<file path="src/rtl/prio_enc_pkg.sv">
// Shared constants and helpers for the pipelined priority encoder.
// The round-robin mode is enabled by defining PRIO_ENC_RR_EN.
package prio_enc_pkg;

   localparam int WIDTH_MIN = 2;
   localparam int WIDTH_MAX = 256;

   // Number of bits needed to hold any index 0..n-1.
   function automatic int clog2(input int n);
      int r;
      r = 0;
      for (int i = 0; i < 31; i++) begin
         if (((n - 1) >> i) != 0) r = i + 1;
      end
      return r;
   endfunction

endpackage

</file>
<file path="src/rtl/prio_enc_core.sv">
// Combinational priority search: grants the first set bit of vec scanning
// downward from start and wrapping from 0 back to WIDTH-1.
module prio_enc_core
   import prio_enc_pkg::*;
#(
   parameter  int WIDTH = 8,
   localparam int OUT_W = clog2(WIDTH)
)(
   input  logic [WIDTH-1:0] vec,
   input  logic [OUT_W-1:0] start,
   output logic [OUT_W-1:0] idx,
   output logic             none
);

   logic [2*WIDTH-1:0] dbl;
   logic [OUT_W:0]     shamt;
   logic [WIDTH-1:0]   window;
   logic [OUT_W-1:0]   hi;
   logic [OUT_W:0]     sum;

   // Rotate so that bit 'start' lands on the top of the window; the search
   // then reduces to a plain highest-set-bit scan.
   assign dbl    = {vec, vec};
   assign shamt  = {1'b0, start} + 1'b1;
   assign window = WIDTH'(dbl >> shamt);

   always_comb begin
      hi = '0;
      for (int i = 0; i < WIDTH; i++) begin
         if (window[i]) hi = OUT_W'(i);
      end
   end

   assign sum  = shamt + {1'b0, hi};
   assign none = ~|vec;

   // Map the window position back to a request id; empty vector yields 0.
   always_comb begin
      idx = '0;
      if (!none) begin
         if (sum >= (OUT_W + 1)'(WIDTH)) idx = OUT_W'(sum - (OUT_W + 1)'(WIDTH));
         else                            idx = OUT_W'(sum);
      end
   end

endmodule

</file>
<file path="src/rtl/priority_encoder_pipe.sv">
// Priority encoder behind a single valid/ready output register.
// Define PRIO_ENC_RR_EN for round-robin priority; otherwise bit WIDTH-1 wins.
module priority_encoder_pipe
   import prio_enc_pkg::*;
#(
   parameter  int WIDTH = 8,
   localparam int OUT_W = clog2(WIDTH)
)(
   input  logic             clk,
   input  logic             rst_n,
   input  logic             in_valid,
   output logic             in_ready,
   input  logic [WIDTH-1:0] a,
   output logic             out_valid,
   input  logic             out_ready,
   output logic [OUT_W-1:0] y,
   output logic             none
);

   if (WIDTH < WIDTH_MIN || WIDTH > WIDTH_MAX) begin : g_bad_width
      $error("priority_encoder_pipe: WIDTH out of range");
   end

   // Handshake: a beat moves on a port when its valid and ready are both high
   // on a rising edge. The producer holds valid/data until accepted; ready may
   // depend combinationally on the downstream ready (in_ready follows
   // out_ready so the register refills in the cycle it drains).
   logic             in_xfer;
   logic [OUT_W-1:0] start;
   logic [OUT_W-1:0] g;
   logic             g_none;

   assign in_ready = !out_valid || out_ready;
   assign in_xfer  = in_valid && in_ready;

   prio_enc_core #(.WIDTH(WIDTH)) u_core (
      .vec   (a),
      .start (start),
      .idx   (g),
      .none  (g_none)
   );

`ifdef PRIO_ENC_RR_EN
   logic [OUT_W-1:0] ptr;

   // Next search starts just below the last grant, wrapping 0 -> WIDTH-1.
   always_ff @(posedge clk or negedge rst_n) begin
      if (!rst_n) begin
         ptr <= OUT_W'(WIDTH - 1);
      end else if (in_xfer && !g_none) begin
         ptr <= (g == '0) ? OUT_W'(WIDTH - 1) : g - 1'b1;
      end
   end

   assign start = ptr;
`else
   assign start = OUT_W'(WIDTH - 1);
`endif

   always_ff @(posedge clk or negedge rst_n) begin
      if (!rst_n) begin
         out_valid <= 1'b0;
         y         <= '0;
         none      <= 1'b0;
      end else if (in_xfer) begin
         out_valid <= 1'b1;
         y         <= g;
         none      <= g_none;
      end else if (out_valid && out_ready) begin
         out_valid <= 1'b0;
      end
   end

   property p_hold;
      @(posedge clk) disable iff (!rst_n)
         (out_valid && !out_ready) |=> (out_valid && $stable(y) && $stable(none));
   endproperty
   a_hold: assert property (p_hold);

endmodule
</file>
<file path="config.mk">
export PLATFORM = sky130hd
export DESIGN_NAME = priority_encoder_pipe
export DESIGN_NICKNAME = d
export VERILOG_FILES = /design/src/rtl/prio_enc_pkg.sv /design/src/rtl/prio_enc_core.sv /design/src/rtl/priority_encoder_pipe.sv
export SDC_FILE = /design/constraint.sdc
export NUM_CORES = 1
export LEC_CHECK = 0
export CAP_MARGIN = 5
export CORE_AREA = 2 2 39 41
export DETAILED_ROUTE_END_ITERATION = 8
export DIE_AREA = 0 0 41 43
export GPL_ROUTABILITY_DRIVEN = 0
export GPL_TIMING_DRIVEN = 1
export PLACE_DENSITY_LB_ADDON = 0.2
export SYNTH_ARGS = -nofsm -noshare
export SYNTH_HDL_FRONTEND = slang
export SYNTH_SLANG_ARGS = --single-unit
</file>
<file path="constraint.sdc">
create_clock -name clk -period 0.98 [get_ports clk]
set_clock_uncertainty 0.05 [all_clocks]
set_input_delay 0.294 -clock clk [delete_from_list [all_inputs] [get_ports clk]]
set_output_delay 0.294 -clock clk [all_outputs]
set_load 0.02 [all_outputs]
</file>
Word-level counts from Yosys, hierarchy flattened

Index checks and enable logic that the tools add are counted.

Flip-flop bits (word level): 5
Input bits: 12
Output and inout bits: 6
Word-level logic and storage cells: 24

$add $sub $neg: 2
Magnitude comparators: 1
Muxes and demuxes: 11
Reductions and logical operators: 7

Operator list:

| operator                                          | number |
|---|---|
| 2-to-1 mux 3 bit                                  | 8 |
| OR reduction 8 bit                                | 1 |
| adder 4 x 3 -> 4 bit (first input constant)       | 1 |
| >= comparator 4 bit (second input constant)       | 1 |
| 2-to-1 mux 1 bit                                  | 3 |
| subtractor 3 x 1 -> 3 bit (second input constant) | 1 |
| logical AND 1 bit                                 | 2 |
| zero test 1 bit                                   | 2 |
| nonzero test 2 bit                                | 1 |
| logical OR 1 bit                                  | 1 |

Longest topological paths before layout

Depth after elaboration: 11
Mapped depth: 4
Depth with buffers taken out: 4

Cells and area by module

Synthesis repeated with hierarchy kept, for this count alone.

Cells, all modules: 68
Area total of the unflattened synthesis: 720.7 µm²

Modules (own cells, without submodules):

| module                | times used | cells each | area each (µm²) | sequential area each (µm²) |
|---|---|---|---|---|
| prio_enc_core         | 1          | 55         | 499.2           | 0.0 |
| priority_encoder_pipe | 1          | 13         | 221.5           | 125.1 |

Least setup slack after synthesis

OpenSTA, ideal clock, no wires.

Path type: flip-flop to flip-flop
Start: reg out_valid
End: reg y[0]
Setup time: 131 ps
Arrival time: 1,010 ps
Required time: 799 ps
Slack: -211 ps
Stages on the path, launching flop included: 5
Buffers on the path: 0
Period minus slack after synthesis: 1,191 ps
Cells stage by stage: dfrtp_1 -> nand2b_1 -> nand2_1 -> nand2_1 -> o21ai_0

Longest elaborated chain between the ends: 3

Ends and longest elaborated chain:

| what                   | RTL line                    | text |
|---|---|---|
| start, declared        | priority_encoder_pipe.sv:14 | `output logic out_valid,` |
| start signal, assigned | priority_encoder_pipe.sv:62 | `out_valid <= 1'b0;` |
| start signal, assigned | priority_encoder_pipe.sv:66 | `out_valid <= 1'b1;` |
| start signal, assigned | priority_encoder_pipe.sv:70 | `out_valid <= 1'b0;` |
| zero test 1 bit        | priority_encoder_pipe.sv:33 | `assign in_ready = !out_valid \|\| out_ready;` |
| logical OR 1 bit       | priority_encoder_pipe.sv:33 |  |
| via in_ready           | priority_encoder_pipe.sv:12 | `output logic in_ready,` |
| logical AND 1 bit      | priority_encoder_pipe.sv:34 | `assign in_xfer = in_valid && in_ready;` |
| end signal, assigned   | priority_encoder_pipe.sv:67 | `y <= g;` |
| end, declared          | priority_encoder_pipe.sv:16 | `output logic [OUT_W-1:0] y,` |

The timed path passes the listed nets, and every way through them passes these cells.
A chain may end at the register's enable or synchronous reset.

Worst setup path after layout

Start: reg out_valid
End: out in_ready

Longest elaborated chain between the ends: 2

Ends and longest elaborated chain:

| what             | RTL line |
|---|---|
| zero test 1 bit  | priority_encoder_pipe.sv:33 |
| logical OR 1 bit | priority_encoder_pipe.sv:33 |
| end, declared    | priority_encoder_pipe.sv:12 |

Every way passes these cells.

==> metrics.txt <==
status finished, violations left; failing checks negative setup slack; DRC 0; initial core utilization 17.3%; fin area 523 µm²; Worst Path Arrival approximately 840 ps; gr ovfl total 0; PortBufs 17; worst reg2reg startpoint out_valid; first-pass GRT wire length about 950 µm; initial antenna violation count 0; RR Endpoint y[2]; commonest non-fill, non-tap cell in the layout dlygate4sd2_1; DR vias/cell a little over 4; vias in the first global route between 200 and 300; root buffer cell clkbuf_4; antenna viol nets, final 0; Worst-Margin Slew between 200 and 250 ps; CTS tree yes; Post-DP HPWL roughly 480 µm; vias approximately 280; Die W ~41 µm; commonest cells after routing, fill and taps aside dlygate4sd2_1, buf_6, buf_4; R2R setup slack -20 ps; post-DR wirelength/cell ~9.1 µm; sequential share of the synthesized area a little over half; Hold Path Class in2async; Mapped Area roughly 240 µm²; max-slew violations 0; Yosys cell types 12; drt pass-1 iters 4; Slew headroom a little over four fifths; WS Path Type reg2out; clk buf depth 2; worst-path fanout max 2; syn nets 39; Leakage ~0.25 nW; Setup-failing EPs final 8; chip height between 40 and 50 µm; Final #Nets 66; crit path capture type primary output; Rows 14; Worst Path Required approximately 640 ps; CTS sink cnt 5; peak supply drop between 0.4 and 0.5 mV; Inserted Clock Buffers 3; TNS Setup -895 ps; Tot GR Track Use 8.56%; R2R cell count 5; Layout area overhead 119%; period utilisation layout 120%; number of max-cap violations 0; H-tree Lvls 1; RSZ-0062 raised after global routing true; largest net degree at the start of global routing 9; # diodes 0; fmax between 0.8 and 0.9 GHz; Synth Instances 27; final hold viol count 0; FILL cells approximately 160; core area 0.00138 mm²; DIE AREA ~0.0018 mm²; IO Pins 18; Final Critical Period 1180 ps; Avg Inst Size Synth just under 9 µm²; PD cells roughly 1300 mW/mm²; Seq cells post-synth 5; Worst Hold Slack 228 ps; Syn. warnings 0; Clk pin slew, worst setup/hold paths approximately 40 ps; Starting DRT DRC Count 4; worst skew pair latency between 200 and 250 ps; setup slack after placement -824 ps; crit start category flop; routed wire length between 600 and 700 µm; PnR worst setup slack -199 ps; Tot Pwr 0.680 mW; post-place instance area 470 µm²; layout cell share with drive strength beyond 1 41.5%
sequential cells by signal, summed over array words and instances (netlist names):
name	count
out_valid	1
none	1
y	3
worst max-delay path by stage:
stage                     endpoint  startpoint  slack [ps]
after floorplan               y[2]   out_valid           2
after global placement    in_ready   out_ready        -820
after detailed placement  in_ready   out_ready        -820
after CTS                 in_ready   out_valid        -210
after global routing      in_ready   out_valid        -230
final                     in_ready   out_valid        -200
final cells by class:
class	instances	area [µm²]	area share, %
Multi-Input combinational cell	20	144	27.5
Tap cell	16	20.0	3.83
Inverter	2	7.51	1.44
Sequential cell	5	126	24.2
Clock buffer	4	26.3	5.02
Timing Repair Buffer	22	199	38.0
cells in the mapped netlist, drive strengths merged:
cell type	n	area, µm²
dfrtp	5	125
nand2b	2	12.5
nand3	1	5.00
nand2	5	18.8
nor2	2	7.51
o31a	1	10.0
inv	2	7.51
nor4	1	12.5
o21ai	4	20.0
a21oi	2	10.0
nor3	2	10.0
through the flow:
step	utilization [%]	instances
floorplan	-	27
global placement	34.0	64
detailed placement	34.0	64
CTS	35.9	68
finish	37.8	69
global route	37.8	69
per-layer routing:
| layer | track usage, % | routed length (µm) | share of wire [%] |
|---|---|---|---|
| met5 | 0 | 0 | 0 |
| met4 | 10.0 | 13 | 2.1 |
| met3 | 3.14 | 43 | 6.9 |
| met2 | 11.6 | 335 | 54 |
| met1 | 8.77 | 233 | 37 |
worst max-delay path, cell delays in order, from the launching register on:
cell      delay (ps)
dfrtp_2          410
nand2b_4          70
buf_6            110
logic make-up (layout without fill, tap and decap cells):
family,count (synthesis),after routing,share of synthesized area (%)
compound gates,7,7,16.8
buf+inv,2,28,3.14
flops,5,5,52.4
simple gates,13,13,27.7
power by group:
group	internal [mW]	total, mW	switching [mW]
Clock	0.154	0.233	0.0796
Combinational	0.112	0.203	0.0908
Sequential	0.228	0.244	0.0154
repair_timing:
item,in CTS,in global routing
pin swaps,4,1
resized for setup,46,6
hold buffers,0,0
endpoints found under the setup margin,10,10
buffers inserted,0,2
No activity file was read; power rests on OpenSTA's default activity.
